==> src/rtl/dram_mem_arbiter_if.sv <==
// DRAM-controller side of the memory arbiter: one command channel plus the
// unstallable in-order read-return strobe.
interface dram_mem_arbiter_if #(
    parameter int ADDR_WIDTH = 32,
    parameter int DATA_WIDTH = 144,
    parameter int BE_WIDTH   = 18
);
    logic                  dram_reset;
    logic [ADDR_WIDTH-1:0] dram_address;
    logic                  dram_rnw;
    logic                  dram_cmd_en;
    logic                  dram_ready;
    logic [DATA_WIDTH-1:0] dram_data_o;
    logic [BE_WIDTH-1:0]   dram_byte_enable;
    logic [DATA_WIDTH-1:0] dram_data_i;
    logic                  dram_data_valid;

    modport master (
        output dram_reset, dram_address, dram_rnw, dram_cmd_en,
               dram_data_o, dram_byte_enable,
        input  dram_ready, dram_data_i, dram_data_valid
    );

    modport slave (
        input  dram_reset, dram_address, dram_rnw, dram_cmd_en,
               dram_data_o, dram_byte_enable,
        output dram_ready, dram_data_i, dram_data_valid
    );
endinterface

==> src/rtl/dram_mem_arbiter.sv <==
// Round-robin arbiter merging NUM_PORTS memory masters onto one DRAM command
// port, with credit-limited reads returned in DRAM order to the issuing port.
module dram_mem_arbiter #(
    parameter int NUM_PORTS  = 2,
    parameter int ADDR_WIDTH = 32,
    parameter int DATA_WIDTH = 144,
    parameter int BE_WIDTH   = 18,
    parameter int TAG_WIDTH  = 32,
    parameter int RD_DEPTH   = 16
) (
    input  logic                            Mem_Clk,
    input  logic                            Mem_Rst,
    dram_mem_arbiter_if.master              dram,
    input  logic [NUM_PORTS*ADDR_WIDTH-1:0] Mem_Cmd_Address,
    input  logic [NUM_PORTS-1:0]            Mem_Cmd_RNW,
    input  logic [NUM_PORTS-1:0]            Mem_Cmd_Valid,
    input  logic [NUM_PORTS*TAG_WIDTH-1:0]  Mem_Cmd_Tag,
    output logic [NUM_PORTS-1:0]            Mem_Cmd_Ack,
    input  logic [NUM_PORTS*DATA_WIDTH-1:0] Mem_Wr_Din,
    input  logic [NUM_PORTS*BE_WIDTH-1:0]   Mem_Wr_BE,
    output logic [DATA_WIDTH-1:0]           Mem_Rd_Dout,
    output logic [TAG_WIDTH-1:0]            Mem_Rd_Tag,
    output logic [NUM_PORTS-1:0]            Mem_Rd_Valid,
    input  logic [NUM_PORTS-1:0]            Mem_Rd_Ack,
    output logic                            arb_error
);
    localparam int PW = (NUM_PORTS > 1) ? $clog2(NUM_PORTS) : 1;
    localparam int FW = $clog2(RD_DEPTH);
    localparam int CW = $clog2(RD_DEPTH + 1);

    typedef struct packed {
        logic [PW-1:0]        port;
        logic [TAG_WIDTH-1:0] tag;
    } tag_entry_t;

    typedef struct packed {
        logic [PW-1:0]         port;
        logic [TAG_WIDTH-1:0]  tag;
        logic [DATA_WIDTH-1:0] data;
    } ret_entry_t;

    logic                  cmd_en, cmd_rnw, dram_reset_q;
    logic [ADDR_WIDTH-1:0] cmd_addr;
    logic [DATA_WIDTH-1:0] cmd_data;
    logic [BE_WIDTH-1:0]   cmd_be;

    logic                  accept, cmd_free, credit;
    logic [NUM_PORTS-1:0]  eligible;
    logic [PW-1:0]         rr_start, grant_idx, cand_idx;
    logic [PW:0]           cand_sum;
    logic                  grant_any, grant_read;
    logic [CW-1:0]         outstanding;

    tag_entry_t            tag_mem [RD_DEPTH];
    tag_entry_t            tag_in;
    logic [FW-1:0]         tag_wr, tag_rd;
    logic [CW-1:0]         tag_count;
    logic                  tag_empty, tag_pop;

    ret_entry_t            ret_mem [RD_DEPTH];
    ret_entry_t            ret_in, ret_head;
    logic [FW-1:0]         ret_wr, ret_rd;
    logic [CW-1:0]         ret_count;
    logic                  ret_empty, ret_full, ret_push, ret_pop;

    assign accept     = cmd_en && dram.dram_ready;
    assign cmd_free   = !cmd_en || accept;
    assign credit     = outstanding < CW'(RD_DEPTH);
    assign grant_read = grant_any && Mem_Cmd_RNW[grant_idx];

    assign tag_empty  = (tag_count == '0);
    assign ret_empty  = (ret_count == '0);
    assign ret_full   = (ret_count == CW'(RD_DEPTH));
    assign tag_pop    = dram.dram_data_valid && !tag_empty;
    assign ret_push   = tag_pop && !ret_full;
    assign ret_head   = ret_mem[ret_rd];
    assign ret_pop    = !ret_empty && Mem_Rd_Ack[ret_head.port];

    assign tag_in = '{port: grant_idx, tag: Mem_Cmd_Tag[grant_idx*TAG_WIDTH +: TAG_WIDTH]};
    assign ret_in = '{port: tag_mem[tag_rd].port, tag: tag_mem[tag_rd].tag,
                      data: dram.dram_data_i};

    always_comb begin
        eligible = '0;
        for (int p = 0; p < NUM_PORTS; p++)
            eligible[p] = Mem_Cmd_Valid[p] && (!Mem_Cmd_RNW[p] || credit);
    end

    // Rotating search starting one past the last granted port.
    always_comb begin
        grant_any = 1'b0;
        grant_idx = '0;
        cand_sum  = '0;
        cand_idx  = '0;
        for (int i = 0; i < NUM_PORTS; i++) begin
            cand_sum = {1'b0, rr_start} + (PW+1)'(i);
            if (cand_sum >= (PW+1)'(NUM_PORTS))
                cand_sum = cand_sum - (PW+1)'(NUM_PORTS);
            cand_idx = cand_sum[PW-1:0];
            if (!Mem_Rst && !grant_any && cmd_free && eligible[cand_idx]) begin
                grant_any = 1'b1;
                grant_idx = cand_idx;
            end
        end
    end

    always_comb begin
        Mem_Cmd_Ack = '0;
        if (grant_any)
            Mem_Cmd_Ack[grant_idx] = 1'b1;
    end

    always_comb begin
        Mem_Rd_Valid = '0;
        for (int p = 0; p < NUM_PORTS; p++)
            if (!ret_empty && ret_head.port == PW'(p))
                Mem_Rd_Valid[p] = 1'b1;
    end

    assign Mem_Rd_Dout = ret_head.data;
    assign Mem_Rd_Tag  = ret_head.tag;

    assign dram.dram_reset       = dram_reset_q;
    assign dram.dram_cmd_en      = cmd_en;
    assign dram.dram_rnw         = cmd_rnw;
    assign dram.dram_address     = cmd_addr;
    assign dram.dram_data_o      = cmd_data;
    assign dram.dram_byte_enable = cmd_be;

    always_ff @(posedge Mem_Clk) begin
        dram_reset_q <= Mem_Rst;
        if (Mem_Rst) begin
            cmd_en      <= 1'b0;
            cmd_rnw     <= 1'b1;
            cmd_addr    <= '0;
            cmd_data    <= '0;
            cmd_be      <= '0;
            rr_start    <= '0;
            outstanding <= '0;
            tag_wr      <= '0;
            tag_rd      <= '0;
            tag_count   <= '0;
            ret_wr      <= '0;
            ret_rd      <= '0;
            ret_count   <= '0;
            arb_error   <= 1'b0;
        end else begin
            if (grant_any) begin
                cmd_en   <= 1'b1;
                cmd_rnw  <= Mem_Cmd_RNW[grant_idx];
                cmd_addr <= Mem_Cmd_Address[grant_idx*ADDR_WIDTH +: ADDR_WIDTH];
                cmd_data <= Mem_Wr_Din[grant_idx*DATA_WIDTH +: DATA_WIDTH];
                cmd_be   <= Mem_Wr_BE[grant_idx*BE_WIDTH +: BE_WIDTH];
                rr_start <= (grant_idx == PW'(NUM_PORTS - 1)) ? '0 : grant_idx + 1'b1;
            end else if (accept) begin
                cmd_en <= 1'b0;
            end

            if (grant_read) tag_wr <= tag_wr + 1'b1;
            if (tag_pop)    tag_rd <= tag_rd + 1'b1;
            tag_count <= tag_count + CW'(grant_read) - CW'(tag_pop);

            if (ret_push) ret_wr <= ret_wr + 1'b1;
            if (ret_pop)  ret_rd <= ret_rd + 1'b1;
            ret_count <= ret_count + CW'(ret_push) - CW'(ret_pop);

            // Credit is returned only when the port consumes the data.
            outstanding <= outstanding + CW'(grant_read) - CW'(ret_pop);

            if (dram.dram_data_valid && (tag_empty || ret_full))
                arb_error <= 1'b1;
        end
    end

    always_ff @(posedge Mem_Clk) begin
        if (grant_read) tag_mem[tag_wr] <= tag_in;
        if (ret_push)   ret_mem[ret_wr] <= ret_in;
    end
endmodule

==> src/flat_wrapper.sv <==
// flat-port wrapper written by rule: the top's interface ports become plain ports
module dram_mem_arbiter_flat 
#(
    parameter int NUM_PORTS  = 2,
    parameter int ADDR_WIDTH = 32,
    parameter int DATA_WIDTH = 144,
    parameter int BE_WIDTH   = 18,
    parameter int TAG_WIDTH  = 32,
    parameter int RD_DEPTH   = 16
)
  (Mem_Clk, Mem_Rst, Mem_Cmd_Address, Mem_Cmd_RNW, Mem_Cmd_Valid, Mem_Cmd_Tag, Mem_Cmd_Ack, Mem_Wr_Din, Mem_Wr_BE, Mem_Rd_Dout, Mem_Rd_Tag, Mem_Rd_Valid, Mem_Rd_Ack, arb_error, dram_dram_reset, dram_dram_address, dram_dram_rnw, dram_dram_cmd_en, dram_dram_data_o, dram_dram_byte_enable, dram_dram_ready, dram_dram_data_i, dram_dram_data_valid);
  dram_mem_arbiter_if #(.ADDR_WIDTH(ADDR_WIDTH), .DATA_WIDTH(DATA_WIDTH), .BE_WIDTH(BE_WIDTH)) dram_i ();
  input  logic Mem_Clk;
  input  logic Mem_Rst;
  input  logic [NUM_PORTS*ADDR_WIDTH-1:0] Mem_Cmd_Address;
  input  logic [NUM_PORTS-1:0] Mem_Cmd_RNW;
  input  logic [NUM_PORTS-1:0] Mem_Cmd_Valid;
  input  logic [NUM_PORTS*TAG_WIDTH-1:0] Mem_Cmd_Tag;
  output logic [NUM_PORTS-1:0] Mem_Cmd_Ack;
  input  logic [NUM_PORTS*DATA_WIDTH-1:0] Mem_Wr_Din;
  input  logic [NUM_PORTS*BE_WIDTH-1:0] Mem_Wr_BE;
  output logic [DATA_WIDTH-1:0] Mem_Rd_Dout;
  output logic [TAG_WIDTH-1:0] Mem_Rd_Tag;
  output logic [NUM_PORTS-1:0] Mem_Rd_Valid;
  input  logic [NUM_PORTS-1:0] Mem_Rd_Ack;
  output logic arb_error;
  output wire logic [$bits(dram_i.dram_reset)-1:0] dram_dram_reset;
  output wire logic [$bits(dram_i.dram_address)-1:0] dram_dram_address;
  output wire logic [$bits(dram_i.dram_rnw)-1:0] dram_dram_rnw;
  output wire logic [$bits(dram_i.dram_cmd_en)-1:0] dram_dram_cmd_en;
  output wire logic [$bits(dram_i.dram_data_o)-1:0] dram_dram_data_o;
  output wire logic [$bits(dram_i.dram_byte_enable)-1:0] dram_dram_byte_enable;
  input wire logic [$bits(dram_i.dram_ready)-1:0] dram_dram_ready;
  input wire logic [$bits(dram_i.dram_data_i)-1:0] dram_dram_data_i;
  input wire logic [$bits(dram_i.dram_data_valid)-1:0] dram_dram_data_valid;
  assign dram_dram_reset = dram_i.dram_reset;
  assign dram_dram_address = dram_i.dram_address;
  assign dram_dram_rnw = dram_i.dram_rnw;
  assign dram_dram_cmd_en = dram_i.dram_cmd_en;
  assign dram_dram_data_o = dram_i.dram_data_o;
  assign dram_dram_byte_enable = dram_i.dram_byte_enable;
  assign dram_i.dram_ready = dram_dram_ready;
  assign dram_i.dram_data_i = dram_dram_data_i;
  assign dram_i.dram_data_valid = dram_dram_data_valid;
  dram_mem_arbiter #(.NUM_PORTS(NUM_PORTS), .ADDR_WIDTH(ADDR_WIDTH), .DATA_WIDTH(DATA_WIDTH), .BE_WIDTH(BE_WIDTH), .TAG_WIDTH(TAG_WIDTH), .RD_DEPTH(RD_DEPTH)) u_core (.Mem_Clk(Mem_Clk), .Mem_Rst(Mem_Rst), .dram(dram_i), .Mem_Cmd_Address(Mem_Cmd_Address), .Mem_Cmd_RNW(Mem_Cmd_RNW), .Mem_Cmd_Valid(Mem_Cmd_Valid), .Mem_Cmd_Tag(Mem_Cmd_Tag), .Mem_Cmd_Ack(Mem_Cmd_Ack), .Mem_Wr_Din(Mem_Wr_Din), .Mem_Wr_BE(Mem_Wr_BE), .Mem_Rd_Dout(Mem_Rd_Dout), .Mem_Rd_Tag(Mem_Rd_Tag), .Mem_Rd_Valid(Mem_Rd_Valid), .Mem_Rd_Ack(Mem_Rd_Ack), .arb_error(arb_error));
endmodule
==> config.mk <==
export PLATFORM = sky130hd
export DESIGN_NAME = dram_mem_arbiter_flat
export DESIGN_NICKNAME = d
export VERILOG_FILES = /design/src/rtl/dram_mem_arbiter_if.sv /design/src/rtl/dram_mem_arbiter.sv /design/src/flat_wrapper.sv
export SDC_FILE = /design/constraint.sdc
export NUM_CORES = 2
export LEC_CHECK = 0
export CORE_UTILIZATION = 30
export CTS_BUF_LIST = sky130_fd_sc_hd__clkbuf_16
export CTS_CLUSTER_SIZE = 10
export DETAILED_ROUTE_END_ITERATION = 6
export PLACE_DENSITY = 0.46
export SETUP_SLACK_MARGIN = 0.2
export SLEW_MARGIN = 0
export SYNTH_ARGS = -nofsm -noshare
export SYNTH_HDL_FRONTEND = slang
export SYNTH_SLANG_ARGS = --single-unit
==> constraint.sdc <==
create_clock -name Mem_Clk -period 14.4 [get_ports Mem_Clk]
set_input_delay 1.44 -clock Mem_Clk [delete_from_list [all_inputs] [get_ports Mem_Clk]]
set_output_delay 1.44 -clock Mem_Clk [all_outputs]
set_load 0.1 [all_outputs]
==> summary.txt <==
Route
  • Drt drc: 0
  • Drt total wl: 414000 um
  • Drt pass-1 iters: 5
  • DRT iter0 DRCs: 4536
  • Via density: 4.89
  • Antenna viol nets, final: 0
  • Routed WL per cell: 30.5 um
  • Vias: 66431

Cells and area
  • Post-layout instance area: 167000 um2
  • Fill cells: 41604
  • Util after Layout: 0.365
  • Share of layout cells above drive strength 1: 0.228
  • P&R area growth vs syn: 21.0%
  • Final nets: 7887

Clock network
  • Skew-Pair Late Insertion Delay: 0.96 ns
  • # hold bufs at CTS: 0
  • Post-CTS Setup Inserts: 0
  • Reg clk slew, reported paths: 0.05 ns
  • CTS H-Tree Depth: 5
  • CTS tree: done
  • Longest Clk Path Bufs: 4
  • Root buffer cell: clkbuf_16
  • Clk sink count: 3598
  • CTS resizes: 0
  • Num CTS Buffers: 416

STA
  • Setup-failing EPs final: 0
  • Measured slew at the worst slew-check pin: 1.44 ns
  • Setup_tns: 0 ns
  • Tcrit/Tclk final: 0.549
  • Clock skew: 0.0677 ns
  • Period minus WS final: 7.91 ns
  • Max_slew headroom: 0.0401
  • Setup WS post-layout: 6.49 ns
  • Slew Limit Fails: 0
  • Fmax: 0.126 GHz
  • RSZ-0062 raised after global routing: no
  • Final Hold Viols: 0

Power
  • VDD IR max: 0.195 mV
  • Switch Pwr: 11.2 mW
  • Comb power frac: 0.323
  • Clk network pwr share: 0.290
  • Switching Share: 0.349
  • Leak: 50.6 nW
  • Share of power burned in registers: 0.387
  • PwrDens: 193 nW/um2
  • Pint: 20.9 mW

Placed design
  • Gp weighted congestion: 0.935
  • Dpl ws: 7.32 ns
  • PortBufs: 983
  • HPWL Detailed: 246000 um
  • Post-Place Cell Area: 155000 um2

Worst setup path
  • Reg2reg path depth: 9
  • R2R Path End: u_core.ret_mem[13][127]
  • CP max FO: 131
  • Worst setup path endpoint: Mem_Rd_Dout[71]
  • Critical path startpoint category: register
  • Slowest stage delay, CP: 1.06 ns
  • Critical Path End Type: output pin
  • CP required: 12.96 ns
  • Critical Path Slowest Stage Cell: clkdlybuf4s50_1
  • Crit path cell chain: buf_12, buf_12, buf_4, mux4_2, mux4_2, clkdlybuf4s50_1
  • RR Startpoint: u_core.ret_count[3]
  • CP Class: reg2out
  • WP data arrival: 6.47 ns
  • FF-to-FF setup slack: 9.09 ns

Yosys
  • Post-synth EDFFs: 3360
  • Cell area after synthesis: 138000 um2
  • #FFs+latches synth: 3598
  • Synth area leaders: edfxtp_1 (73%), mux4_2 (16%), dfxtp_1 (3.5%), mux2i_1 (2.0%), a211oi_1 (1.4%)
  • Synth Net Count: 6704
  • Primary FF master, synth: edfxtp_1
  • Async SR Flop Fraction: 0
  • Avg Synthesized Cell Area: 22.7 um2
  • Distinct cells, synth: 46
  • Gate Count Post-Synth: 6068
  • Yosys top cell area share: 0.733
  • Yosys Warn Count: 0
  • Yosys top cell by area: edfxtp_1
  • Seq/Total Area, Yosys: 0.768

Hold path
  • Worst Hold Class: reg2reg
  • Min-delay src: u_core.arb_error

Status
  • Status: finished clean

Global route
  • Antenna violations before repair: 93
  • First-pass GRT wire length: 571000 um
  • Total grt overflow: 0
  • Vias in the first global route: 70576
  • Largest net degree at the start of global routing: 134
  • Overall routing resource usage: 0.176

Run
  • Max cap viols: 0

Floorplan
  • I/O pin cnt: 984
  • Total core area: 456000 um2
  • Initial Util: 0.301
  • Die Width: 679 um
  • Die Ht: 679 um
  • Row count: 248
  • Die area: 461000 um2
-- sequential cells by signal (all words and copies together) (netlist names), 4 cells and up, named ones only --
signal / flops
u_core.tag_wr: 4
u_core.ret_rd: 4
u_core.tag_count: 5
u_core.ret_count: 5
u_core.tag_mem: 528
u_core.ret_wr: 4
u_core.dram.dram_address: 32
u_core.tag_rd: 4
u_core.dram.dram_byte_enable: 18
u_core.dram.dram_data_o: 144
u_core.ret_mem: 2832
u_core.outstanding: 5
-- area by class of cell --
class	count	area, um2	share of cell area
antenna	30	75.1	0.000451
clock buffer	420	10500	0.0631
clock inverter	183	1150	0.00688
inverter	29	109	0.000654
multi-input combinational	2081	30300	0.182
sequential	3598	106000	0.635
tap	6125	7660	0.0460
timing repair buffer	1125	11100	0.0666
-- how the worst min path moves through the flow --
stage | cells after the start | end
floorplan | 2 | u_core.rr_start
global placement | 2 | u_core.arb_error
detailed placement | 2 | u_core.arb_error
CTS | 2 | u_core.arb_error
global route | 2 | u_core.arb_error
finish | 2 | u_core.arb_error
-- cell families (layout without fill, tap and decap cells) --
kind of cell,Yosys count,after routing,synth area share
AOI/OAI and AO/OA,365,365,0.0185
xor gates and xnor gates,19,19,0.00121
adders and majority gates,30,30,0.00289
buffers and inverters,389,1757,0.0140
DFF,3598,3598,0.768
muxes,1291,1291,0.183
other,0,30,0
and+or+nand+nor,376,376,0.0124
-- layout by cell type (no fill, tap or decap), drive strengths merged, types with 7 or more instances in the layout --
| master | synthesis | routed |
|---|---|---|
| edfxtp | 3360 | 3360 |
| mux4 | 977 | 977 |
| clkdlybuf4s50 | 0 | 953 |
| clkbuf | 172 | 421 |
| mux2i | 278 | 278 |
| a211oi | 264 | 264 |
| nor2 | 249 | 249 |
| dfxtp | 238 | 238 |
| buf | 188 | 171 |
| inv | 29 | 150 |
| a21oi | 83 | 83 |
| nor2b | 78 | 78 |
| clkinv | 0 | 56 |
| mux2 | 36 | 36 |
| diode | 0 | 30 |
| ha | 27 | 27 |
| nor3 | 13 | 13 |
| nand2 | 11 | 11 |
| xor2 | 11 | 11 |
| xnor2 | 8 | 8 |
| nand2b | 7 | 7 |
-- power groups by stage --
stage	sequential (mW)	clock, mW	combinational [mW]
floorplan	13.2	0	7.15
global route	12.5	9.96	10.9
CTS	12.4	9.59	10.6
detailed placement	12.6	0	10.6
global placement	12.6	0	10.6
finish	12.4	9.29	10.4
-- cell usage after synthesis (2+ instances only) --
library cell	instances
a21o_1	4
o21ai_0	5
buf_2	98
a211oi_1	264
xor2_1	11
buf_6	23
dfxtp_1	238
nor2_1	249
nand3_1	5
or3_1	2
a21oi_1	83
inv_2	2
buf_4	45
a2111oi_0	2
edfxtp_1	3360
nor4b_1	2
nand2_1	11
nor2b_1	78
fa_1	3
clkbuf_1	172
mux2_1	2
mux2_2	34
nor3_1	13
mux4_2	977
buf_1	22
mux2i_1	277
xnor2_1	8
nand2b_1	6
inv_1	27
ha_1	27
nor3b_1	2
nand4_1	2
-- worst max-delay path, delay by kind of cell (launching register included) --
kind	cells	cell delay, ns
buffers and inverters	4	3.15
flip-flops	1	0.79
multiplexers	2	0.95
-- per-stage QoR --
stage               power (mW)  instances  hold slack (ns)
floorplan                 20.3       6068            0.474
global placement          23.2      12958            0.445
detailed placement        23.2      12958            0.461
CTS                       32.6      13561            0.470
global route              33.3      13574            0.492
finish                    32.1      13591            0.464
-- routing by layer --
layer  track usage  routed length (um)  up-vias
li1              -                   -    28005
met1         0.217              166000    35997
met2         0.314              215000     1828
met3        0.0335               21300      577
met4        0.0466               12200       24
met5             0                 166        -
(Power assumes the default switching activity.)
